**config.mk**
```make
export PLATFORM = sky130hd
export DESIGN_NAME = uart_rx_engine
export DESIGN_NICKNAME = d
export VERILOG_FILES = /design/src/rtl/uart_pkg.sv /design/src/rtl/uart_rx_fifo.sv /design/src/rtl/uart_rx_engine.sv
export SDC_FILE = /design/constraint.sdc
export NUM_CORES = 1
export LEC_CHECK = 0
export ABC_AREA = 0
export ABC_CLOCK_PERIOD_IN_PS = 3500
export CORE_MARGIN = 2
export CORE_UTILIZATION = 45
export CTS_CLUSTER_DIAMETER = 150
export DETAILED_ROUTE_END_ITERATION = 10
export SLEW_MARGIN = 20
export SYNTH_ARGS = -nofsm -noshare
export SYNTH_HDL_FRONTEND = slang
export SYNTH_HIERARCHICAL = 1
export SYNTH_SLANG_ARGS = --single-unit
```
**constraint.sdc**
```tcl
create_clock -name i_clk -period 3.5 [get_ports i_clk]
set_input_delay 0.875 -clock i_clk [delete_from_list [all_inputs] [get_ports i_clk]]
set_output_delay 0.875 -clock i_clk [all_outputs]
set_load 0.1 [all_outputs]
```
**src/rtl/uart_pkg.sv**
```systemverilog
// Shared types, constants and helpers for the UART receive path.
package uart_pkg;

    localparam logic [1:0] BAUD_7200   = 2'b00;
    localparam logic [1:0] BAUD_9600   = 2'b01;
    localparam logic [1:0] BAUD_19200  = 2'b10;
    localparam logic [1:0] BAUD_115200 = 2'b11;

    localparam int BAUD_RATES [0:3] = '{7200, 9600, 19200, 115200};

    localparam int DATA_W  = 8;
    localparam int FLAG_W  = 2;
    localparam int ENTRY_W = DATA_W + FLAG_W;

    typedef enum logic [2:0] {
        ST_IDLE,
        ST_START,
        ST_DATA,
        ST_PARITY,
        ST_STOP1,
        ST_STOP2
    } rx_state_t;

    // Frame settings captured at the start bit; handshake stays live and is not latched.
    typedef struct packed {
        logic [1:0] baud;
        logic       twoStop;
        logic [1:0] dataSel;
        logic       evenPar;
        logic       parEn;
    } frame_cfg_t;

    function automatic int baud_div(input int clkFreq, input int baud, input int os);
        return (clkFreq + (baud * os) / 2) / (baud * os);
    endfunction

    function automatic logic [3:0] data_bits(input logic [1:0] sel);
        return 4'(sel) + 4'd5;
    endfunction

endpackage

```
**src/rtl/uart_rx_fifo.sv**
```systemverilog
// Show-ahead synchronous FIFO with occupancy count; a pop on full lets a push through.
module uart_rx_fifo
#(
    parameter int WIDTH = 10,
    parameter int DEPTH = 8
) (
    input  logic                     i_clk,
    input  logic                     i_rst,
    input  logic                     i_push,
    input  logic [WIDTH-1:0]         i_pushData,
    input  logic                     i_pop,
    output logic [WIDTH-1:0]         o_headData,
    output logic                     o_empty,
    output logic                     o_full,
    output logic [$clog2(DEPTH):0]   o_count
);

    localparam int PTR_W = $clog2(DEPTH);

    logic [WIDTH-1:0] r_mem [DEPTH];
    logic [PTR_W-1:0] r_wrPtr;
    logic [PTR_W-1:0] r_rdPtr;
    logic [PTR_W:0]   r_count;
    logic             w_doPush;
    logic             w_doPop;

    assign o_empty    = (r_count == '0);
    assign o_full     = (r_count == (PTR_W+1)'(DEPTH));
    assign o_count    = r_count;
    assign o_headData = r_mem[r_rdPtr];

    assign w_doPop  = i_pop && !o_empty;
    assign w_doPush = i_push && (!o_full || w_doPop);

    always_ff @(posedge i_clk) begin
        if (w_doPush) begin
            r_mem[r_wrPtr] <= i_pushData;
        end
    end

    always_ff @(posedge i_clk) begin
        if (i_rst) begin
            r_wrPtr <= '0;
            r_rdPtr <= '0;
            r_count <= '0;
        end else begin
            if (w_doPush) begin
                r_wrPtr <= r_wrPtr + 1'b1;
            end
            if (w_doPop) begin
                r_rdPtr <= r_rdPtr + 1'b1;
            end
            case ({w_doPush, w_doPop})
                2'b10:   r_count <= r_count + 1'b1;
                2'b01:   r_count <= r_count - 1'b1;
                default: r_count <= r_count;
            endcase
        end
    end

endmodule

```
**src/rtl/uart_rx_engine.sv**
```systemverilog
// UART receive engine: oversampled mid-bit sampling FSM feeding a receive FIFO
// with per-entry error flags, sticky overrun and occupancy-driven RTS.
module uart_rx_engine
    import uart_pkg::*;
#(
    parameter int CLK_FREQ   = 50000000,
    parameter int OVERSAMPLE = 16,
    parameter int FIFO_DEPTH = 8,
    parameter int RTS_MARGIN = 1
) (
    input  logic                          i_clk,
    input  logic                          i_rst,
    input  logic [7:0]                    i_controls,
    input  logic                          i_rx,
    input  logic                          i_rd_en,
    output logic [7:0]                    o_data,
    output logic                          o_valid,
    output logic                          o_parity_err,
    output logic                          o_frame_err,
    output logic                          o_overrun,
    output logic [$clog2(FIFO_DEPTH):0]   o_count,
    output logic                          o_rts
);

    localparam int DIV0   = baud_div(CLK_FREQ, BAUD_RATES[0], OVERSAMPLE);
    localparam int DIV1   = baud_div(CLK_FREQ, BAUD_RATES[1], OVERSAMPLE);
    localparam int DIV2   = baud_div(CLK_FREQ, BAUD_RATES[2], OVERSAMPLE);
    localparam int DIV3   = baud_div(CLK_FREQ, BAUD_RATES[3], OVERSAMPLE);
    localparam int TICK_W = $clog2(DIV0 + 1);
    localparam int OS_W   = $clog2(OVERSAMPLE);
    localparam int HALF   = OVERSAMPLE / 2;
    localparam int CNT_W  = $clog2(FIFO_DEPTH) + 1;

    rx_state_t        r_state;
    frame_cfg_t       r_cfg;
    logic             r_sync1;
    logic             r_sync2;
    logic             r_rxPrev;
    logic [TICK_W-1:0] r_tickCnt;
    logic [OS_W-1:0]  r_osCnt;
    logic [2:0]       r_bitIdx;
    logic [7:0]       r_shift;
    logic             r_parityErr;
    logic             r_frameErr;
    logic             r_overrun;
    logic             r_rts;

    logic [TICK_W-1:0] w_divMinus1;
    logic [OS_W-1:0]  w_sampleTarget;
    logic [2:0]       w_lastBit;
    logic             w_tick;
    logic             w_startFrame;
    logic             w_sampleNow;
    logic             w_push;
    logic             w_pop;
    logic             w_empty;
    logic             w_full;
    logic             w_drop;
    logic [ENTRY_W-1:0] w_entry;
    logic [ENTRY_W-1:0] w_head;
    logic [CNT_W-1:0] w_free;

    always_ff @(posedge i_clk) begin
        if (i_rst) begin
            r_sync1  <= 1'b1;
            r_sync2  <= 1'b1;
            r_rxPrev <= 1'b1;
        end else begin
            r_sync1  <= i_rx;
            r_sync2  <= r_sync1;
            r_rxPrev <= r_sync2;
        end
    end

    always_comb begin
        w_divMinus1 = TICK_W'(DIV0 - 1);
        case (r_cfg.baud)
            BAUD_7200:   w_divMinus1 = TICK_W'(DIV0 - 1);
            BAUD_9600:   w_divMinus1 = TICK_W'(DIV1 - 1);
            BAUD_19200:  w_divMinus1 = TICK_W'(DIV2 - 1);
            BAUD_115200: w_divMinus1 = TICK_W'(DIV3 - 1);
            default:     w_divMinus1 = TICK_W'(DIV0 - 1);
        endcase
    end

    assign w_startFrame   = (r_state == ST_IDLE) && r_rxPrev && !r_sync2;
    assign w_tick         = (r_tickCnt == w_divMinus1);
    assign w_sampleTarget = (r_state == ST_START) ? OS_W'(HALF - 1) : OS_W'(OVERSAMPLE - 1);
    assign w_sampleNow    = w_tick && (r_state != ST_IDLE) && (r_osCnt == w_sampleTarget);
    assign w_lastBit      = 3'(data_bits(r_cfg.dataSel) - 4'd1);

    // Reloading on the start edge phase-aligns every later sample to the falling edge.
    always_ff @(posedge i_clk) begin
        if (i_rst || w_startFrame || w_tick) begin
            r_tickCnt <= '0;
        end else begin
            r_tickCnt <= r_tickCnt + 1'b1;
        end
    end

    always_ff @(posedge i_clk) begin
        if (i_rst) begin
            r_state     <= ST_IDLE;
            r_cfg       <= '0;
            r_osCnt     <= '0;
            r_bitIdx    <= '0;
            r_shift     <= '0;
            r_parityErr <= 1'b0;
            r_frameErr  <= 1'b0;
        end else begin
            if (w_tick && (r_state != ST_IDLE)) begin
                r_osCnt <= w_sampleNow ? '0 : r_osCnt + 1'b1;
            end
            case (r_state)
                ST_IDLE: begin
                    if (w_startFrame) begin
                        r_cfg       <= {i_controls[7:5], i_controls[3:0]};
                        r_osCnt     <= '0;
                        r_bitIdx    <= '0;
                        r_shift     <= '0;
                        r_parityErr <= 1'b0;
                        r_frameErr  <= 1'b0;
                        r_state     <= ST_START;
                    end
                end
                ST_START: begin
                    if (w_sampleNow) begin
                        r_state <= r_sync2 ? ST_IDLE : ST_DATA;
                    end
                end
                ST_DATA: begin
                    if (w_sampleNow) begin
                        r_shift[r_bitIdx] <= r_sync2;
                        if (r_bitIdx == w_lastBit) begin
                            r_state <= r_cfg.parEn ? ST_PARITY : ST_STOP1;
                        end else begin
                            r_bitIdx <= r_bitIdx + 1'b1;
                        end
                    end
                end
                ST_PARITY: begin
                    if (w_sampleNow) begin
                        r_parityErr <= (^r_shift) ^ r_sync2 ^ !r_cfg.evenPar;
                        r_state     <= ST_STOP1;
                    end
                end
                ST_STOP1: begin
                    if (w_sampleNow) begin
                        r_frameErr <= !r_sync2;
                        r_state    <= r_cfg.twoStop ? ST_STOP2 : ST_IDLE;
                    end
                end
                ST_STOP2: begin
                    if (w_sampleNow) begin
                        r_frameErr <= r_frameErr | !r_sync2;
                        r_state    <= ST_IDLE;
                    end
                end
                default: r_state <= ST_IDLE;
            endcase
        end
    end

    // The last stop sample is folded straight into the pushed entry.
    assign w_push  = w_sampleNow && (((r_state == ST_STOP1) && !r_cfg.twoStop) || (r_state == ST_STOP2));
    assign w_entry = {r_frameErr | !r_sync2, r_parityErr, r_shift};
    assign w_pop   = i_rd_en && !w_empty;
    assign w_drop  = w_push && w_full && !w_pop;

    uart_rx_fifo #(
        .WIDTH (ENTRY_W),
        .DEPTH (FIFO_DEPTH)
    ) u_fifo (
        .i_clk      (i_clk),
        .i_rst      (i_rst),
        .i_push     (w_push),
        .i_pushData (w_entry),
        .i_pop      (w_pop),
        .o_headData (w_head),
        .o_empty    (w_empty),
        .o_full     (w_full),
        .o_count    (o_count)
    );

    always_ff @(posedge i_clk) begin
        if (i_rst) begin
            r_overrun <= 1'b0;
        end else if (w_drop) begin
            r_overrun <= 1'b1;
        end else if (w_pop) begin
            r_overrun <= 1'b0;
        end
    end

    assign w_free = CNT_W'(FIFO_DEPTH) - o_count;

    always_ff @(posedge i_clk) begin
        if (i_rst || !i_controls[4]) begin
            r_rts <= 1'b1;
        end else begin
            r_rts <= (int'(w_free) > RTS_MARGIN);
        end
    end

    assign o_valid      = !w_empty;
    assign o_data       = o_valid ? w_head[7:0] : 8'h00;
    assign o_parity_err = o_valid && w_head[8];
    assign o_frame_err  = o_valid && w_head[9];
    assign o_overrun    = r_overrun;
    assign o_rts        = r_rts;

endmodule

```
==> impl_metrics.yaml <==
die:
  core_area_sq_um: 13200
  start_util_pct: 46.0
  die_height_um: 120
  rows: 42
  die_area_sq_um: 14400
  num_io_pins: 29
  floorplan.die.width_um: 120
worst_hold_path:
  hp-class: "reg2reg"
  hp-start: "r_sync1"
yosys:
  synth_edf_count: 80
  ys_warn_count: 6
  synth_area_per_cell_sq_um: 12.7
  ys_types: 60
  syn_area_sq_um: 6070
  synth_fp_nets: 503
  async_reset_ff_share_pct: 0
  synthFlopType: "edfxtp_1"
  synth_seq_cells: 134
  syn_inst: 479
  yosysSeqAreaShare_pct: 57.4
layout:
  num_antenna_cells: 0
  multi_input_area_sq_um: 2480
  final_cells: 711
  nets: 547
  fin_util_pct: 55.2
  area_delta_synth_final_pct: 20.0
  final_cell_mix: "edfxtp_1, dfxtp_1, nand2_1"
  fillCellCount: 1101
  regArea_sq_um: 3490
  drive_gt1_share_pct: 20.9
  mostFrequentLayoutCell: "edfxtp_1"
clock_tree:
  cts_buffer_depth: 2
  cts.sinks: 134
  cts_setup_buffers: 0
  htree_levels: 4
  clock_latency_ns: 0.41
  cts-hold-fix-buffers: 0
  clkTransAtPathRegs_ns: 0.06
  tritoncts: "yes"
  cts-root-buf: "clkbuf_16"
  cts_buffers: 17
  post_cts_resize_count: 0
route:
  wl_um: 12200
  ant_nets: 0
  firstDrtPassIters: 4
  drt_iter0_drc: 314
  routedWlPerCell_um: 17.2
  via_count: 3902
  drc: 0
  vias_per_cell: 5.49
timing:
  clock_skew_ns: 0.00790
  final-hold-violation-count: 0
  rsz0062_at_grt: "no"
  slew_violations: 0
  setup_viol: 0
  period_share_pct: 94.4
  fin_tns_setup_ns: 0
  worst-slew-pin-transition_ns: 0.644
  fmax_mhz: 303
  layout_min_cycle_time_ns: 3.30
  slew_headroom_pct: 56.9
grt:
  grt.total_usage_pct: 18.5
  grt_pass1_vias: 3926
  grt_max_degree: 21
  overflow: 0
  antenna_found_initial: 0
  grt_pass1_wl_um: 20100
power_and_ir_drop:
  ir_drop_uv: 310
  switching_share_pct: 19.5
  combPwrFrac_pct: 2.2
  cellPowerDensity_nw_per_um2: 477
  netSwitchingPower_w: 0.000679
  p_leak_nw: 2.64
  p_clk_share_pct: 49.7
  p_int_w: 0.00280
  power_frac_seq_pct: 48.1
  finalPower_w: 0.00348
critical_path:
  r2r_start: "r_cfg[5]"
  critical_path_arrival_ns: 3.61
  crit_required_ns: 3.80
  startpoint_type: "register"
  crit_fanout: 9
  end_kind: "register"
  crit_path_start: "r_cfg[5]"
  worstSetupPathType: "reg2reg"
placed_design:
  hpwl_um: 8010
  routabilityCongestion: 0.813
  port_buffers: 28
  post-place-cells: 680
run_status:
  status: "finished clean"
job:
  drv_cap: 0
==> area by class of cell <==
type                       instances  share of cell area (%)
sequential                       134                    47.8
clock inverter                    12                    1.87
inverter                          13                   0.670
tap                              176                    3.02
timing repair buffer              44                    6.63
multi-input combinational        313                    34.0
clock buffer                      19                    5.94
==> path summary, 6_finish.rpt <==
kind | slack [ns] | end | depth (start not counted)
setup / recovery | 0.20 | u_fifo/o_count[3] | 11
setup reg to reg | 0.20 | u_fifo/o_count[3] | 11
hold reg to reg | 0.41 | r_sync2 | 1
hold / removal | 0.41 | r_sync2 | 1
==> registers in the layout, indices dropped and copies added (netlist names), 3 cells and up, named ones only <==
register / count
r_bitIdx: 3
r_cfg: 7
r_osCnt: 4
r_shift: 8
r_state: 3
r_tickCnt: 9
u_fifo/o_count: 4
u_fifo/r_mem: 80
u_fifo/r_rdPtr: 3
u_fifo/r_wrPtr: 3
==> cells in the mapped netlist (10+ instances only) <==
library cell   n  area (sq um)
ha_1          12           150
nand2_1       39           146
o21ai_0       11          55.1
mux4_2        20           450
xnor2_1       13           114
edfxtp_1      80          2400
nor2b_1       19           119
mux2i_1       11           110
nor2_1        29           109
a21oi_1       21           105
nor3_1        10          50.1
mux2_2        11           124
xor2_1        15           131
inv_1         13          48.8
dfxtp_1       54          1080
clkbuf_1      13          48.8
==> critical path, cell delays in order (launching register included) <==
cell and delay (ns):
dfxtp_2 0.36, inv_1 0.06, ha_1 0.23, or4_1 0.57
a22oi_2 0.31, and4_4 0.30, o21ai_4 0.11, ha_1 0.28
nand3b_1 0.18, a211o_1 0.31, a21oi_1 0.14, mux2_2 0.34
==> power groups by stage <==
| stage | clock network [W] | registers [W] | logic [W] |
|---|---|---|---|
| final | 0.00173 | 0.00167 | 0.0000761 |
| after global routing | 0.00183 | 0.00167 | 0.0000860 |
| after CTS | 0.00175 | 0.00167 | 0.0000761 |
| after detailed placement | 0 | 0.00171 | 0.0000760 |
| after global placement | 0 | 0.00171 | 0.0000742 |
| after floorplan | 0 | 0.00170 | 0.0000497 |
==> stage by stage <==
| stage | hold slack, ns | cell area [sq um] | setup WS [ns] |
|---|---|---|---|
| after floorplan | 0.389 | 6070 | -0.245 |
| after global placement | 0.395 | 6710 | 0.107 |
| after detailed placement | 0.396 | 6710 | 0.0278 |
| after CTS | 0.409 | 7270 | 0.00695 |
| after global routing | 0.426 | 7290 | 0.0227 |
| final | 0.408 | 7290 | 0.196 |
==> per-layer routing <==
metal / vias to the layer above / global-route usage [%] / routed length [um]
met4: 0 / 7.79 / 176
met3: 15 / 3.96 / 518
met5: - / 0 / 0
met1: 1916 / 23.0 / 5290
met2: 74 / 31.1 / 6250
li1: 1897 / - / -
==> cells by family (layout without fill, tap and decap cells) <==
kind of cell / Yosys count / after routing / synth area share [%]
simple gates: 166 / 166 / 15.3
flops: 134 / 134 / 57.4
compound gates: 65 / 65 / 7.36
mux: 42 / 42 / 11.3
buf+inv: 32 / 88 / 2.18
xor+xnor: 28 / 28 / 4.04
fa+ha+maj: 12 / 12 / 2.47
Power figures use the tool's default switching activity.
==> edit: new RTL, config.mk and constraints unchanged <==
Reset style: asynchronous (`i_rst`), changed in 4 clocked blocks.
--- a/src/rtl/uart_rx_fifo.sv
+++ b/src/rtl/uart_rx_fifo.sv
@@ -39,5 +39,5 @@
     end
 
-    always_ff @(posedge i_clk) begin
+    always_ff @(posedge i_clk or posedge i_rst) begin
         if (i_rst) begin
             r_wrPtr <= '0;
--- a/src/rtl/uart_rx_engine.sv
+++ b/src/rtl/uart_rx_engine.sv
@@ -61,5 +61,5 @@
     logic [CNT_W-1:0] w_free;
 
-    always_ff @(posedge i_clk) begin
+    always_ff @(posedge i_clk or posedge i_rst) begin
         if (i_rst) begin
             r_sync1  <= 1'b1;
@@ -99,5 +99,5 @@
     end
 
-    always_ff @(posedge i_clk) begin
+    always_ff @(posedge i_clk or posedge i_rst) begin
         if (i_rst) begin
             r_state     <= ST_IDLE;
@@ -183,5 +183,5 @@
     );
 
-    always_ff @(posedge i_clk) begin
+    always_ff @(posedge i_clk or posedge i_rst) begin
         if (i_rst) begin
             r_overrun <= 1'b0;
Check against the original RTL: no difference found for any inputs over 10 cycles, from zero or initial values and one cycle with i_rst high; that may be too few to reach the edited logic, so the function may still have changed.
==> edit against the unedited design <==
Sequential cell count is 3 lower; synthesized area is 0.10% lower; setup slack better by 0.040 ns; utilization is 0.76 points higher; routed wire length is 3.2% lower; final area is 1.4% higher; critical path type unchanged; critical endpoint is now u_fifo/o_count[3].
Power is not compared: it rests on default switching activity, and its combinational part moved more than twofold at a synthesized area within 25%.
==> edit: results (changes against the unedited design) <==
| Metric | Value |
|---|---|
| Status | finished, final reports clean |
| GPL Wtd Cong | 0.840 (+3.3%) |
| Area after DPL | 6730 um2 (+0.35%) |
| Top cells by area, synth | edfxtp_1 40%, dfrtp_1 16%, mux4_2 7.4%, dfxtp_1 3.3%, xnor2_1 2.9% |
| Setup slack, reg-to-reg | 0.24 ns (+0.04 ns) |
| Hold path cells | 0 (-1) |
| Routed wire length | 11900 um (-3.2%) |
| Filler instances | 1090 (-1.0%) |
| Post-synth ARST share | 31.3% (+31 points) |
| CP arrival | 3.62 ns (about the same) |
| Initial antenna violation count | 0 (unchanged) |
| Hold Path Sink | r_sync2 |
| CP max FO | 6 (-3) |
| HPWL after DPL | 8050 um (+0.50%) |
| Synth cell types | 61 (+1.7%) |
| Layout cells sized above 1 | 22.8% (+1.9 points) |
| First-pass GRT wire length | 20100 um (about the same) |
| Average via count per standard cell | 5.38 (-1.9%) |
| CTS Buffer Depth | 2 (unchanged) |
| Mapped Nets | 482 (-4.2%) |
| Clk_lat worst skew | 0.42 ns |
| Hold path startpoint | r_sync1 |
| FF-to-FF path depth | 14 (+3) |
| R2R Path Start | r_cfg[5] |
| Most frequent cells after synthesis | 80 x edfxtp_1, 44 x nand2_1, 38 x dfrtp_1 |
| Fin nets | 529 (-3.3%) |
| Largest net degree at the start of global routing | 32 (+52%) |
| Clock skew | 0.00548 ns (-0.00242 ns) |
| Crit-path slowest cell | or4_4 |
| Seq/Total Area, Yosys | 59.9% (+2.5 points) |
| DRT iter0 DRCs | 280 (-11%) |
| Vias in the first global route | 3805 (-3.1%) |
| Max incr delay on CP | 0.54 ns (-0.03 ns) |
| Fin Hold WS | 0.358 ns (-0.0503 ns) |
| Worst slew margin | 45.6% (-11 points) |
| Reg-to-Reg End | u_fifo/o_count[3] |
| EDFF count, synth | 80 (unchanged) |
## edit: changes by cell type after synthesis, moves of 5 or more
cell,unedited run,this run
inv_1,13,18
a21oi_1,21,4
dfxtp_1,54,10
xnor2_1,13,20
dfrtp_1,0,38
nand4_1,8,3
nand2_1,39,44
mux2i_1,11,3
xor2_1,15,8
nand3_1,8,14
## edit: layout make-up
class                           instances  area, um2  area share (%)
Timing Repair Buffer                   50        541            7.32
Sequential cell                       131       3630            49.2
Clock inverter                         14        210            2.85
Inverter                               18       67.6           0.915
Multi-Input combinational cell        287       2290            31.0
Tap cell                              176        220            2.98
Clock buffer                           17        425            5.76
## edit: what timing repair did
action                                 in CTS  in global routing
setup endpoints to repair                   0                 51
setup buffers                               0                  1
gates resized for setup                     0                  2
endpoints found under the hold margin       0                  0
## edit: how the worst max path moves through the flow
stage	to	slack, ns	depth (start not counted)	start
after global placement	u_fifo/o_count[3]	0.21	14	r_cfg[6]
after global routing	u_fifo/o_count[3]	0.01	14	r_cfg[5]
final	u_fifo/o_count[3]	0.24	14	r_cfg[5]
after floorplan	o_data[0]	-0.36	5	u_fifo/o_count[0]
after detailed placement	u_fifo/o_count[3]	0.1	14	r_cfg[6]
after CTS	u_fifo/o_count[3]	0.08	14	r_cfg[6]
## edit: cells by family after synthesis
kind of cell | synth area share, %
and+or+nand+nor | 12.4
adders and majority gates | 2.60
AOI/OAI and AO/OA | 7.90
DFF | 59.9
xor gates and xnor gates | 4.04
buffers and inverters | 2.78
muxes | 10.4
## edit: per-stage QoR
step                setup WS, ns  std cells  TNS, ns
finish                     0.236        693        0
global route              0.0127        693        0
CTS                       0.0794        692        0
global placement           0.206        661        0
detailed placement        0.0960        661        0
floorplan                 -0.356        458    -3.35
## edit: worst register-to-register path: stages (launching register included)
cell and delay [ns]:
dfrtp_1 0.37, inv_1 0.09, ha_1 0.21, or4_4 0.54, a22oi_4 0.23, and2_1 0.18
nand3_1 0.12, nor2_2 0.16, or2_2 0.14, inv_1 0.05, ha_1 0.29, or2_2 0.29
nand3_1 0.11, mux2_2 0.34, nand3b_1 0.07
## edit: per-layer routing
layer	GRT usage, %	vias to the layer above	wire length [um]
met5	0	-	0
met4	8.90	0	248
met3	3.99	21	389
met2	29.4	77	6010
met1	23.6	1836	5200
li1	-	1797	-
## edit: power by group through the flow
stage | clock network [mW] | registers (mW) | logic, mW
floorplan | 0 | 2.00 | 0.792
global placement | 0 | 1.87 | 1.19
detailed placement | 0 | 1.87 | 1.21
CTS | 1.94 | 1.84 | 1.21
global route | 2.01 | 1.86 | 1.31
finish | 1.91 | 1.83 | 1.21
